## config.mk

```make
export PLATFORM = sky130hd
export DESIGN_NAME = uart_tx_cfg_flat
export DESIGN_NICKNAME = d
export VERILOG_FILES = /design/src/rtl/uart_pkg.sv /design/src/rtl/uart_tx_cfg_if.sv /design/src/rtl/uart_baud_gen.sv /design/src/rtl/uart_tx_cfg.sv /design/src/flat_wrapper.sv
export SDC_FILE = /design/constraint.sdc
export NUM_CORES = 1
export LEC_CHECK = 0
export ABC_AREA = 1
export CORE_MARGIN = 4
export CORE_UTILIZATION = 45
export CTS_CLUSTER_DIAMETER = 100
export CTS_CLUSTER_SIZE = 28
export DETAILED_ROUTE_END_ITERATION = 7
export GPL_TIMING_DRIVEN = 0
export PLACE_DENSITY = 0.69
export SLEW_MARGIN = 20
export SYNTH_ARGS = -nofsm -noshare
export SYNTH_HDL_FRONTEND = slang
export SYNTH_HIERARCHICAL = 1
export SYNTH_SLANG_ARGS = --single-unit
```

## constraint.sdc

```tcl
create_clock -name CLK100MHZ -period 2.9 [get_ports CLK100MHZ]
set_input_delay 0.29 -clock CLK100MHZ [delete_from_list [all_inputs] [get_ports CLK100MHZ]]
set_output_delay 0.29 -clock CLK100MHZ [all_outputs]
set_load 0.1 [all_outputs]
```

## src/rtl/uart_pkg.sv

```systemverilog
// uart_pkg: shared FSM encoding and parity modes for the UART transmitter
package uart_pkg;
  localparam int PAR_NONE = 0;
  localparam int PAR_EVEN = 1;
  localparam int PAR_ODD = 2;
  typedef enum logic [4:0] {
    IDLE  = 5'b00001,
    START = 5'b00010,
    DATA  = 5'b00100,
    PAR   = 5'b01000,
    STOP  = 5'b10000
  } state_t;
endpackage

```

## src/rtl/uart_tx_cfg_if.sv

```systemverilog
// uart_tx_cfg_if: valid/ready word handshake into the transmit FIFO
interface uart_tx_cfg_if #(parameter int DATA_BITS = 8);
  logic [DATA_BITS-1:0] tx_data;
  logic tx_valid;
  logic tx_ready;
  modport master(output tx_data, tx_valid, input tx_ready);
  modport slave(input tx_data, tx_valid, output tx_ready);
endinterface

```

## src/rtl/uart_baud_gen.sv

```systemverilog
// uart_baud_gen: bit-period counter, tick on the last cycle of each bit, held at zero by clear
module uart_baud_gen #(
  parameter int BAUD_DIV = 868
) (
  input  logic CLK100MHZ,
  input  logic reset,
  input  logic clear,
  output logic tick
);
  localparam int W = $clog2(BAUD_DIV);
  logic [W-1:0] cnt;
  assign tick = cnt == W'(BAUD_DIV - 1);
  always_ff @(posedge CLK100MHZ or posedge reset)
    if (reset) cnt <= '0;
    else cnt <= clear || tick ? '0 : cnt + W'(1);
endmodule

```

## src/rtl/uart_tx_cfg.sv

```systemverilog
// uart_tx_cfg: FIFO-buffered UART transmitter with configurable data, parity and stop bits
module uart_tx_cfg
  import uart_pkg::*;
#(
  parameter int BAUD_DIV   = 868,
  parameter int DATA_BITS  = 8,
  parameter int PARITY     = PAR_NONE,
  parameter int STOP_BITS  = 1,
  parameter int FIFO_DEPTH = 4
) (
  input  logic CLK100MHZ,
  input  logic reset,
  uart_tx_cfg_if.slave tx,
  output logic UART_RXD_OUT,
  output logic busy,
  output logic done,
  output logic [$clog2(FIFO_DEPTH):0] fifo_count
);
  localparam int AW = $clog2(FIFO_DEPTH);
  localparam int CW = AW + 1;
  localparam logic [CW-1:0] FULL = CW'(FIFO_DEPTH);
  localparam logic [3:0] LAST_D = 4'(DATA_BITS - 1);
  localparam logic [3:0] LAST_S = 4'(STOP_BITS - 1);
  state_t state, state_n;
  logic [DATA_BITS-1:0] mem [FIFO_DEPTH];
  logic [DATA_BITS-1:0] sh, sh_n, head;
  logic [AW-1:0] wp, rp;
  logic [3:0] idx, idx_n;
  logic par, par_n, line_n, en, tick, push, pop, empty;
  assign empty = fifo_count == '0;
  assign head = mem[rp];
  assign tx.tx_ready = en && fifo_count != FULL;
  assign push = tx.tx_valid && tx.tx_ready;
  assign busy = state != IDLE;
  uart_baud_gen #(.BAUD_DIV(BAUD_DIV)) u_baud (
    .CLK100MHZ(CLK100MHZ),
    .reset(reset),
    .clear(state == IDLE),
    .tick(tick)
  );
  // idx counts data bits in DATA and stop bits in STOP; a pop from IDLE or STOP reloads the frame
  always_comb begin
    state_n = state;
    sh_n = sh;
    idx_n = idx;
    par_n = par;
    pop = 1'b0;
    done = 1'b0;
    case (state)
      IDLE: pop = !empty;
      START: state_n = tick ? DATA : START;
      DATA: if (tick) begin
        sh_n = sh >> 1;
        idx_n = idx == LAST_D ? '0 : idx + 4'd1;
        state_n = idx != LAST_D ? DATA : PARITY != PAR_NONE ? PAR : STOP;
      end
      PAR: state_n = tick ? STOP : PAR;
      STOP: if (tick) begin
        done = idx == LAST_S;
        idx_n = done ? '0 : idx + 4'd1;
        pop = done && !empty;
        state_n = !done ? STOP : empty ? IDLE : START;
      end
      default: state_n = IDLE;
    endcase
    if (pop) begin
      sh_n = head;
      idx_n = '0;
      par_n = ^head ^ (PARITY == PAR_ODD);
      state_n = START;
    end
    line_n = state_n == START ? 1'b0 : state_n == DATA ? sh_n[0] : state_n == PAR ? par_n : 1'b1;
  end
  always_ff @(posedge CLK100MHZ or posedge reset)
    if (reset) begin
      state <= IDLE;
      sh <= '0;
      idx <= '0;
      par <= 1'b0;
      UART_RXD_OUT <= 1'b1;
      en <= 1'b0;
      wp <= '0;
      rp <= '0;
      fifo_count <= '0;
    end else begin
      state <= state_n;
      sh <= sh_n;
      idx <= idx_n;
      par <= par_n;
      UART_RXD_OUT <= line_n;
      en <= 1'b1;
      wp <= wp + AW'(push);
      rp <= rp + AW'(pop);
      fifo_count <= fifo_count + CW'(push) - CW'(pop);
    end
  always_ff @(posedge CLK100MHZ)
    if (push) mem[wp] <= tx.tx_data;
endmodule

```

## src/flat_wrapper.sv

```systemverilog
// flat-port wrapper written by rule: the top's interface ports become plain ports
module uart_tx_cfg_flat import uart_pkg::*;
#(
  parameter int BAUD_DIV   = 868,
  parameter int DATA_BITS  = 8,
  parameter int PARITY     = PAR_NONE,
  parameter int STOP_BITS  = 1,
  parameter int FIFO_DEPTH = 4
)
  (CLK100MHZ, reset, UART_RXD_OUT, busy, done, fifo_count, tx_tx_data, tx_tx_valid, tx_tx_ready);
  uart_tx_cfg_if #(.DATA_BITS(DATA_BITS)) tx_i ();
  input  logic CLK100MHZ;
  input  logic reset;
  output logic UART_RXD_OUT;
  output logic busy;
  output logic done;
  output logic [$clog2(FIFO_DEPTH):0] fifo_count;
  input wire logic [$bits(tx_i.tx_data)-1:0] tx_tx_data;
  input wire logic [$bits(tx_i.tx_valid)-1:0] tx_tx_valid;
  output wire logic [$bits(tx_i.tx_ready)-1:0] tx_tx_ready;
  assign tx_i.tx_data = tx_tx_data;
  assign tx_i.tx_valid = tx_tx_valid;
  assign tx_tx_ready = tx_i.tx_ready;
  uart_tx_cfg #(.BAUD_DIV(BAUD_DIV), .DATA_BITS(DATA_BITS), .PARITY(PARITY), .STOP_BITS(STOP_BITS), .FIFO_DEPTH(FIFO_DEPTH)) u_core (.CLK100MHZ(CLK100MHZ), .reset(reset), .tx(tx_i), .UART_RXD_OUT(UART_RXD_OUT), .busy(busy), .done(done), .fifo_count(fifo_count));
endmodule
```

---- Word-level counts from Yosys, hierarchy flattened ----
Memories as Yosys holds them, arrays and structs flattened.
Index checks and enable logic that the tools add are counted.
word-level totals
  register bits after elaboration ......... 37
  memory bits (writable) .................. 32
  input port bits ......................... 11
  output and inout port bits .............. 7
  memories ................................ 1
operators by class
  add/sub/neg operators ................... 6
  eq/ne operators ......................... 15
  multiplexer cells ....................... 29
  reductions and logical operators ........ 13
memory list
  memory      depth  bits a word  rd ports  clocked after Yosys merged registers in  write ports  RTL line           text
  u_core.mem  4      8            1         0                                        1            uart_tx_cfg.sv:25  logic [DATA_BITS-1:0] mem [FIFO_DEPTH];
operators with widths
  kind                     count
  $mux W5                  6
  $pmux W5 S5              1
  $mux W8                  3
  $mux W4                  5
  $add A10 B1 Y10 const B  1
  $eq A10 B10 Y1 const B   1
  $eq A5 B2 Y1 const B     2
  $eq A5 B3 Y1 const B     2
  $eq A5 B4 Y1 const B     2
  $mux W10                 1
  $mux W1                  9
  $pmux W4 S2              1
  $reduce_xor A8 Y1        1
  $ne A3 B1 Y1 const B     2
  $eq A5 B1 Y1 const B     1
  $eq A5 B5 Y1 const B     1
  $ne A5 B1 Y1 const B     1
  $add A2 B1 Y2            2
  $add A4 B1 Y4 const B    1
  $eq A4 B3 Y1 const B     1
  $logic_not A4 Y1         1
  $ne A4 B3 Y1 const B     1
  $reduce_bool A2 Y1       2
  $add A3 B1 Y3            1
  12 further kinds         14

---- Longest topological paths before layout ----
Gate-level depths: netlist of the first run.
  depth after elaboration ................. 10
  depth in mapped cells ................... 16

---- By module ----
The synthesis of the first run kept the hierarchy.
modules (own cells, without submodules)
  module         instances  cells each  area an instance (um^2)  seq. area each (um^2)
  uart_tx_cfg    1          309         2,987.9                  1,639.1
  uart_baud_gen  1          73          588.1                    250.2

---- Least setup slack after synthesis of the first run ----
Ideal clock, no wire load.
  path type ............................... reg-to-reg
  start point ............................. register u_core.fifo_count[1]
  end point ............................... register u_core.fifo_count[2]
  library setup time ...................... 162 ps
  arrival time ............................ 4,615 ps
  setup slack ............................. -1,877 ps
  cell stages (with the launch flop) ...... 10
  period minus slack after synthesis ...... 4,777 ps
  cell sequence ........................... dfrtp_1 inv_1 a31oi_1 nand2_1 ha_1 inv_1 ha_1 fa_1 xnor2_1 xor2_1
on the way
  elaborated cells between the ends (all ways) .. 10
  those cells by class .................... add/sub (2); eq/ne (1); mux (2); reduce/logical (5)
RTL lines
  item                      RTL line            text
  start: declaration        uart_tx_cfg.sv:17   output logic [$clog2(FIFO_DEPTH):0] fifo_count
  start signal: assignment  uart_tx_cfg.sv:94   fifo_count <= fifo_count + CW'(push) - CW'(pop);
  $ne A3 B3 Y1              uart_tx_cfg.sv:32   assign tx.tx_ready = en && fifo_count != FULL;
  $logic_and A1 B1 Y1       uart_tx_cfg.sv:32
  via tx_tx_ready           flat_wrapper.sv:20  output wire logic [$bits(tx_i.tx_ready)-1:0] tx_tx_ready;
  $logic_and A1 B1 Y1       uart_tx_cfg.sv:33   assign push = tx.tx_valid && tx.tx_ready;
  $add A3 B1 Y3             uart_tx_cfg.sv:94
  $sub A3 B1 Y3             uart_tx_cfg.sv:94
The timed path passes the listed nets, and every way through them passes these cells.
A chain may end at the register's enable or synchronous reset.

---- Worst setup path in the final report of the first run ----
  start point ............................. register u_core.u_baud.cnt[0]
  end point ............................... output port done
on the way
  word-level cells in the longest chain between the ends .. 3
ends and longest elaborated chain
  item                      RTL line             text
  start: declaration        uart_baud_gen.sv:11  logic [W-1:0] cnt;
  start signal: assignment  uart_baud_gen.sv:15  else cnt <= clear || tick ? '0 : cnt + W'(1);
  $eq A10 B10 Y1            uart_baud_gen.sv:12  assign tick = cnt == W'(BAUD_DIV - 1);
  via u_core.tick           uart_tx_cfg.sv:29    logic par, par_n, line_n, en, tick, push, pop, empty;
  $mux W1                   uart_tx_cfg.sv:58    STOP: if (tick) begin
  $mux W1                   uart_tx_cfg.sv:49    case (state)
  end: declaration          flat_wrapper.sv:16   output logic done;
The timed path passes the listed nets, and every way through them passes these cells.

==> results of run 1 <==
through the flow:
stage	area, sq um	setup TNS [ns]	setup slack, ns	util [%]
after floorplan	3600	0	0.00479	-
after global placement	3900	-0.127	-0.127	50.5
after detailed placement	3920	-0.130	-0.130	50.7
after CTS	4140	0	0.0612	53.6
after global routing	4190	0	0.00180	54.2
final	4190	0	0.238	54.2
final timing paths:
check	from	endpoint
min	reset	u_core/u_baud/cnt[9]
max in group asynchronous	reset	u_core/fifo_count[1]
max reg2reg	u_core/u_baud/cnt[0]	u_core/fifo_count[2]
min reg2reg	u_core/par	u_core/par
min in group CLK100MHZ	u_core/par	u_core/par
max	u_core/u_baud/cnt[0]	done
cell type report:
class,count,area (sq um)
timing repair buffer,21,201
tap,102,128
clock buffer,13,180
multi-input combinational,259,1470
inverter,45,176
fill,688,3540
clock inverter,3,40.0
sequential,69,1900
buffer,9,87.6
sequential cells by signal, summed over array words and instances, names as in the netlist:
register and count:
u_core/par 1, u_core/fifo_count 3, u_core/mem 32, u_core/en 1, u_core/idx 4, u_core/rp 2
u_core/UART_RXD_OUT 1, u_core/u_baud/cnt 10, u_core/state 5, u_core/sh 8, u_core/wp 2
report_power, final:
group / leakage [nW] / internal (mW) / switching [mW] / total (mW)
sequential: 0.727 / 1.13 / 0.0618 / 1.19
combinational: 1.03 / 0.137 / 0.365 / 0.502
clock: 0.115 / 0.494 / 0.350 / 0.844
cells in the final DEF, fill, tap and decap left out, types with 4 or more instances in the layout:
cell type | synthesis | final
buf_4 | 2 | 6
buf_6 | 6 | 6
clkbuf_8 | 0 | 11
clkdlybuf4s50_1 | 0 | 16
dfrtp_1 | 35 | 30
edfxtp_1 | 32 | 32
ha_1 | 7 | 6
inv_1 | 36 | 34
inv_2 | 7 | 9
nand2_1 | 126 | 125
nand2_2 | 11 | 12
nand3_1 | 28 | 28
nand3_2 | 5 | 5
nand4_1 | 6 | 6
nor2_1 | 20 | 20
nor2_4 | 4 | 4
nor3_2 | 0 | 4
o211ai_1 | 4 | 4
o221ai_1 | 5 | 5
xor2_1 | 6 | 6
kinds of logic (layout without fill, tap and decap cells):
| family | after synthesis | in the layout | share of synthesized area, % |
|---|---|---|---|
| buf+inv | 54 | 91 | 7.38 |
| mux | 1 | 1 | 0.280 |
| flops | 69 | 69 | 52.8 |
| simple gates | 217 | 217 | 29.6 |
| compound gates | 23 | 23 | 4.55 |
| fa+ha+maj | 8 | 8 | 3.01 |
| other cells | 1 | 1 | 0.105 |
| xor+xnor | 9 | 9 | 2.20 |
metal layers:
layer	wire length [microns]	track usage, %
met1	3040	18.8
met3	281	3.95
met4	134	7.45
met5	0	0
met2	3230	23.9
what timing repair did:
item                                    4_1_cts  5_1_grt
setup buffers                                 0        4
gates cloned                                  0        0
resized for setup                             3        4
hold endpoints to repair                      0        0
endpoints found under the setup margin        1        2
pin swaps                                     0        1
==> out/qor.txt, run 1 <==
1st-iter DRT viols: 77
fmax: 0.376 GHz
Slew Limit Fails: 0
Slew @ Worst Pin: 0.966 ns
Yosys top cell by area: edfxtp_1
FFs w/ async S/R, synth: 53.6%
share of the synthesized area in the top cell type: 26.9%
largest net degree at the start of global routing: 28
Congestion Overflow GR: 0
CTS tree: done
shortest period the worst path allows: 2.66 ns
Die Wd: 97.1 microns
critical path depth: 9
Critical Path Sink Type: primary output
layout cells sized above 1: 20.0%
Via Count: 2623
n_diodes: 0
Max H-tree Level: 3
Slew headroom: 35.4%
Final Skew: 0.00661 ns
Final Net Count: 433
power consumption: 2.54 mW
Hold WS: 0.276 ns
Synth top cells by count: nand2_1, inv_1, dfrtp_1, edfxtp_1, nand3_1
CTS Hold Bufs: 0
Rows: 32
initial antenna violation count: 0
DRC Markers: 0
TritonCTS Buffers: 9
Hold Crit Class: in2async
Clock Latency Late Sink: 0.34 ns
Total GRT Usage: 15.0%
number of vias per cell: 5.03
Worst Setup Path Type: reg2out
pwr dens: 607 mW/mm^2
Mapped Cells: 382
status: completed
Req. time, crit path: 2.61 ns
yosys synthesis warning count: 6
Worst setup SP type: register
worst-path cell chain: ha_4 -> nand2_1 -> nor2_1 -> nand3_1 -> inv_1 -> buf_2 -> inv_1 -> nor2_1 -> clkdlybuf4s15_2
mean post-synth cell area: 9.36 sq um
post-DR wirelength/cell: 12.8 microns
Final HPWL DP: 4740 microns
RSZ-0062 raised after global routing: no
die height: 97.1 microns
syn nets: 401
Worst Reg-to-Reg Cells: 14
most common cell in the netlist: nand2_1
first-pass GRT wire length: 11400 microns
Worst Path Max Fanout: 9
top cells by area in the synthesized netlist: edfxtp_1, dfrtp_1, nand2_1, nand3_1, inv_1
slowest stage cell, crit path: clkdlybuf4s15_2
placed insts: 501
core area: 0.00773 sq mm
cell area after synthesis: 0.00358 sq mm
PortBufs: 17
crit path DAT: 2.37 ns
Antenna Nets Post-Route: 0
DR pass1 iterations: 5
Leakage: 1.87 nW
WL final: 6690 microns
area grow syn2layout: 17.1%
clock root cell: clkbuf_8
Peak VDD IR: 307 uV
Cell Count, Final, Fillers Out: 521
total of max-cap violations: 0
R2R setup slack: 0.29 ns
CP max stage delay: 0.56 ns
Fin. Hold Viols: 0
#FFs+latches synth: 69
crit-path leading delay family: buffers and inverters
DIE AREA: 0.00944 sq mm
Max Buffers Root-to-Sink: 2
vias in the first global route: 2497
CTS clk-pin slew, worst paths: 0.07 ns
starting density of the core: 46.3%
sequential fraction of the synthesis area: 52.8%
WP buf/inv: 4
Top Ports: 18
clock sink count: 69
top_reg_cell synth: dfrtp_1
number of synthesized flops with an enable pin: 32
GP Congestion: 0.858
Final setup violation count: 0
Yosys cell types: 41
Tcrit/Tclk final: 91.8%
Note: power is estimated with default switching activity, not from simulation.
==> inputs of run 2 (changes only) <==
- CAP_MARGIN: unset -> 5
==> results of run 2 <==
Final layout, timing and power as in run 1 (identical DEF).
==> edit 1, RTL diff (config.mk and constraints of run 2) <==
`BAUD_DIV` is set to 868 in 3 places; all go to 434.
--- a/src/rtl/uart_baud_gen.sv
+++ b/src/rtl/uart_baud_gen.sv
@@ -1,5 +1,5 @@
 // uart_baud_gen: bit-period counter, tick on the last cycle of each bit, held at zero by clear
 module uart_baud_gen #(
-  parameter int BAUD_DIV = 868
+  parameter int BAUD_DIV = 434
 ) (
   input  logic CLK100MHZ,
--- a/src/rtl/uart_tx_cfg.sv
+++ b/src/rtl/uart_tx_cfg.sv
@@ -3,5 +3,5 @@
   import uart_pkg::*;
 #(
-  parameter int BAUD_DIV   = 868,
+  parameter int BAUD_DIV   = 434,
   parameter int DATA_BITS  = 8,
   parameter int PARITY     = PAR_NONE,
--- a/src/flat_wrapper.sv
+++ b/src/flat_wrapper.sv
@@ -2,5 +2,5 @@
 module uart_tx_cfg_flat import uart_pkg::*;
 #(
-  parameter int BAUD_DIV   = 868,
+  parameter int BAUD_DIV   = 434,
   parameter int DATA_BITS  = 8,
   parameter int PARITY     = PAR_NONE,
Formal check against the unedited RTL: no difference found for any inputs over 10 cycles, from zero or initial values and one cycle with reset high; that may be too few to reach the edited logic, so the function may still have changed.
==> edit 1 against run 2 <==
Cell count down 2.1%. Critical path type is now reg -> reg. Total power increased by 2.5%. Non-clock buffer count is 5 lower. Synthesized area is 2.3% lower. Final area is 2.8% lower. Global-route usage rose by 1.4 points. Routed wire length is 0.55% higher. Critical path depth up 5. Highest routed layer unchanged. Sequential cell count is 1 lower. Count of clock-buffer cells in the layout is 4 lower. Register-to-register slack got worse by 0.06 ns. Worst setup slack worse by 0.011 ns.
==> edit 1: results (changes against run 2) <==
{
  "routability_congestion_estimate": {"value": 0.8410, "change": "-2.0%"},
  "tightestPinTransition": {"value": 0.9663, "unit": "ns", "change": "+0.0004077 ns"},
  "power_leakage": {"value": 1.823, "unit": "nW", "change": "-2.7%"},
  "syn_nets": {"value": 398, "change": "-0.75%"},
  "non_clock_inverters": {"value": 47, "change": "+4.4%"},
  "placed_cell_area": {"value": 3835, "unit": "µm²", "change": "-2.2%"},
  "post_place_cells": {"value": 494, "change": "-1.4%"},
  "met2_usage": {"value": 28.06, "unit": "%", "change": "+4.1 points"},
  "ys_seq_elements": {"value": 68, "change": "-1.4%"},
  "met3RoutedLength": {"value": 230, "unit": "µm", "change": "-18%"},
  "drt-met1-wl": {"value": 3.027, "unit": "mm", "change": "-0.53%"},
  "cts.repair.resized": {"value": 2, "change": "-1"},
  "seq_area_frac_synth": {"value": 53.35, "unit": "%", "change": "+0.51 points"},
  "post_synth_instance_area": {"value": 3495, "unit": "µm²", "change": "-2.3%"},
  "clock_skew": {"value": 0.003927, "unit": "ns", "change": "-0.002683 ns"},
  "num-multi-input-gates": {"value": 255, "change": "-1.5%"},
  "post-place-ws": {"value": 0.08230, "unit": "ns", "change": "+0.2127 ns"},
  "synth_top_cells_by_area": "sky130_fd_sc_hd__edfxtp_1 (27%), sky130_fd_sc_hd__dfrtp_1 (24%), sky130_fd_sc_hd__nand2_1 (14%)",
  "post_synth_most_frequent_cells": "sky130_fd_sc_hd__nand2_1 (131), sky130_fd_sc_hd__inv_1 (37), sky130_fd_sc_hd__dfrtp_1 (34)",
  "multi_input_comb_area": {"value": 1408, "unit": "µm²", "change": "-4.4%"},
  "nFillCells": {"value": 681, "change": "-1.0%"},
  "drt_iter0_markers": {"value": 134, "change": "+74%"},
  "run_status": "finished, final reports clean",
  "pwr_density": {"value": 640.1, "unit": "nW/µm²", "change": "+5.5%"},
  "use_met3": {"value": 3.127, "unit": "%", "change": "-0.82 points"},
  "power_report.internal_total": {"value": 1.822, "unit": "mW", "change": "+3.3%"},
  "sequential_cell_area": {"value": 1873, "unit": "µm²", "change": "-1.4%"},
  "cp.arrival": {"value": 2.93, "unit": "ns", "change": "+0.56 ns"},
  "grt_use_met1": {"value": 20.54, "unit": "%", "change": "+1.8 points"},
  "vias_per_cell": {"value": 4.992, "change": "-0.84%"},
  "drt_pre_antenna_iters": {"value": 4, "change": "-1"},
  "synthesis.instances": {"value": 378, "change": "-1.0%"},
  "async_flop_share": {"value": 52.94, "unit": "%", "change": "-0.68 points"},
  "signal_buffers": {"value": 25, "change": "-17%"},
  "layout_top_registers": "u_core/mem: 32 flops, u_core/u_baud/cnt: 9 flops, u_core/sh: 8 flops",
  "clockBufferCount": {"value": 9, "change": "-4"},
  "post_drt_wl_per_cell": {"value": 13.19, "unit": "µm", "change": "+2.7%"},
  "dpl_wire_length": {"value": 4.905, "unit": "mm", "change": "+3.5%"},
  "power_frac_clock": {"value": 35.6, "unit": "%", "change": "+2.4 points"},
  "critical-path-slowest-cell": "sky130_fd_sc_hd__dfrtp_1"
}
## edit 1: cell types whose count changed in the layout (fill, tap and decap cells not counted), moves of 2 or more
cell / before / now
sky130_fd_sc_hd__nand2_1: 125 / 130
sky130_fd_sc_hd__buf_4: 6 / 2
sky130_fd_sc_hd__nand4_1: 6 / 3
sky130_fd_sc_hd__bufinv_16: 1 / 3
sky130_fd_sc_hd__clkbuf_8: 11 / 9
sky130_fd_sc_hd__clkinvlp_4: 0 / 2
sky130_fd_sc_hd__dfrtp_2: 3 / 1
sky130_fd_sc_hd__ha_1: 6 / 8
sky130_fd_sc_hd__nand2_2: 12 / 10
## edit 1: final timing paths
path	from	end	slack (ns)	depth (start not counted)
min reg2reg	u_core/par$_DFF_PP0_	u_core/par$_DFF_PP0_	0.48	2
max reg2reg	u_core/u_baud/cnt[0]$_DFF_PP0_	u_core/fifo_count[2]$_DFF_PP0_	0.23	14
max in group asynchronous	reset	u_core/fifo_count[0]$_DFF_PP0_	2.09	2
min	reset	u_core/u_baud/cnt[0]$_DFF_PP0_	0.30	2
min in group CLK100MHZ	u_core/par$_DFF_PP0_	u_core/par$_DFF_PP0_	0.48	2
max	u_core/u_baud/cnt[0]$_DFF_PP0_	u_core/fifo_count[2]$_DFF_PP0_	0.23	14
## edit 1: logic make-up (layout without fill, tap and decap cells)
logic type | Yosys count | in the layout | share of synthesized area (%)
XOR/XNOR | 8 | 8 | 2.005
adder cells (fa/ha/maj) | 9 | 9 | 3.437
flip-flops | 68 | 68 | 53.35
other | 1 | 1 | 0.1073
buffers and inverters | 55 | 88 | 7.447
AND/OR/NAND/NOR | 212 | 212 | 28.46
AO/OA/AOI/OAI | 24 | 24 | 4.905
multiplexers | 1 | 1 | 0.2864
==> edit 2, RTL diff (flow settings as in run 2) <==
Without the edit above. Register the output `fifo_count` once more, cleared by the reset; this adds one clock of latency there. The other outputs are not delayed to match.
--- a/src/rtl/uart_tx_cfg.sv
+++ b/src/rtl/uart_tx_cfg.sv
@@ -22,4 +22,6 @@
   localparam logic [3:0] LAST_D = 4'(DATA_BITS - 1);
   localparam logic [3:0] LAST_S = 4'(STOP_BITS - 1);
+
+  logic [$clog2(FIFO_DEPTH):0] fifo_count_s0;
   state_t state, state_n;
   logic [DATA_BITS-1:0] mem [FIFO_DEPTH];
@@ -28,7 +30,7 @@
   logic [3:0] idx, idx_n;
   logic par, par_n, line_n, en, tick, push, pop, empty;
-  assign empty = fifo_count == '0;
+  assign empty = fifo_count_s0 == '0;
   assign head = mem[rp];
-  assign tx.tx_ready = en && fifo_count != FULL;
+  assign tx.tx_ready = en && fifo_count_s0 != FULL;
   assign push = tx.tx_valid && tx.tx_ready;
   assign busy = state != IDLE;
@@ -82,5 +84,5 @@
       wp <= '0;
       rp <= '0;
-      fifo_count <= '0;
+      fifo_count_s0 <= '0;
     end else begin
       state <= state_n;
@@ -92,8 +94,16 @@
       wp <= wp + AW'(push);
       rp <= rp + AW'(pop);
-      fifo_count <= fifo_count + CW'(push) - CW'(pop);
+      fifo_count_s0 <= fifo_count_s0 + CW'(push) - CW'(pop);
     end
   always_ff @(posedge CLK100MHZ)
     if (push) mem[wp] <= tx.tx_data;
+  always_ff @(posedge CLK100MHZ or posedge reset) begin
+    if (reset) begin
+      fifo_count <= '0;
+    end else begin
+      fifo_count <= fifo_count_s0;
+    end
+  end
+
 endmodule
 
Check against the original RTL: not equivalent (Yosys sat finds a counterexample within 4 cycles, from zero or initial values and one cycle with reset high).
==> edit 2 against run 2 <==
Routed wire length shrank 0.10%. Worst setup slack gained 0.027 ns. Utilization shrank 0.45 points. Maximum frequency grew 1.0%. Critical path depth shrank 1. Total power grew 5.3%. Synthesized area is the same. Final area shrank 0.84%. Clock power grew 11%. Non-clock buffer count shrank 3. Register-to-register slack is essentially flat. Sequential cell count grew 3. Largest power group unchanged. Highest routed layer unchanged.
==> edit 2: results (changes against run 2) <==
{
  "run_status": "finished, final reports clean",
  "critPathMaxFanout": {"value": 7, "change": "-2"},
  "synth_top_cells_by_area": "sky130_fd_sc_hd__edfxtp_1 (27%), sky130_fd_sc_hd__dfrtp_1 (27%), sky130_fd_sc_hd__nand2_1 (14%)",
  "critical_path.reg2reg.endpoint": "u_core/fifo_count_s0[2]$_DFF_PP0_",
  "post_synth_mux_area_share": {"value": 0, "unit": "%", "change": "-0.28 points"},
  "nets": {"value": 443, "change": "+2.3%"},
  "cp.arrival": {"value": 2.35, "unit": "ns", "change": "-0.02 ns"},
  "routability_congestion_estimate": {"value": 0.8018, "change": "-6.5%"},
  "reported_net_switching_power": {"value": 0.8005, "unit": "mW", "change": "+3.0%"},
  "drt-met1-wl": {"value": 2.910, "unit": "mm", "change": "-4.4%"},
  "drive_gt1_share": {"value": 13.52, "unit": "%", "change": "-6.5 points"},
  "synth_compound_gate_area_share": {"value": 4.619, "unit": "%", "change": "+0.070 points"},
  "power_leakage": {"value": 1.952, "unit": "nW", "change": "+4.2%"},
  "grt_first_pass_wirelength": {"value": 11.76, "unit": "mm", "change": "+3.6%"},
  "met3RoutedLength": {"value": 252, "unit": "µm", "change": "-10%"},
  "ir_drop": {"value": 0.4356, "unit": "mV", "change": "+42%"},
  "post_synth_most_frequent_cells": "sky130_fd_sc_hd__nand2_1 (136), sky130_fd_sc_hd__inv_1 (46), sky130_fd_sc_hd__dfrtp_1 (38)",
  "vias_per_cell": {"value": 4.959, "change": "-1.5%"},
  "async_flop_share": {"value": 55.56, "unit": "%", "change": "+1.9 points"},
  "clock_group_power": {"value": 0.936, "unit": "mW", "change": "+11%"},
  "tightestPinTransition": {"value": 0.9710, "unit": "ns", "change": "+0.005096 ns"},
  "drt-total-wl": {"value": 6.684, "unit": "mm", "change": "-0.10%"},
  "cpPeakStageDelay_ns": 0.55,
  "placed_cell_area": {"value": 3902, "unit": "µm²", "change": "-0.45%"},
  "dpl_wire_length": {"value": 4.733, "unit": "mm", "change": "about the same"},
  "clock_skew": {"value": 0.01596, "unit": "ns", "change": "+0.009349 ns"},
  "cts.repair_timing.setup_buffer_count": {"value": 1, "change": "+1"},
  "grt_use_total": {"value": 15.52, "unit": "%", "change": "+0.55 points"},
  "timing.hold.ws": {"value": 0.2784, "unit": "ns", "change": "+0.002189 ns"},
  "number_of_global_route_vias_before_repair": {"value": 2672, "change": "+7.0%"},
  "drt_pre_antenna_iters": {"value": 4, "change": "-1"},
  "post_synthesis_cell_type_count": {"value": 37, "change": "-9.8%"},
  "met2WireLength": {"value": 3.399, "unit": "mm", "change": "+5.2%"}
}
-- edit 2: metrics by stage --
| stage | cells | setup WS, ns |
|---|---|---|
| after floorplan | 395 | -0.4024 |
| after global placement | 514 | -0.02281 |
| after detailed placement | 514 | -0.06716 |
| after CTS | 531 | 0.1443 |
| after global routing | 531 | 0.03783 |
| final | 531 | 0.2645 |
-- edit 2: cell type report --
class | count | area (µm²)
Timing Repair Buffer | 18 | 178.9
Inverter | 49 | 188.9
Buffer | 9 | 63.81
Sequential cell | 72 | 1964
Clock buffer | 12 | 166.4
Multi-Input combinational cell | 265 | 1388
Clock inverter | 4 | 73.82
Fill cell | 686 | 3576
Tap cell | 102 | 127.6
-- edit 2: per-layer routing --
layer / GRT usage, % / vias to the layer above
li1: - / 1335
met5: 0 / -
met4: 7.343 / 0
met2: 27.02 / 50
met1: 18.07 / 1239
met3: 3.518 / 9
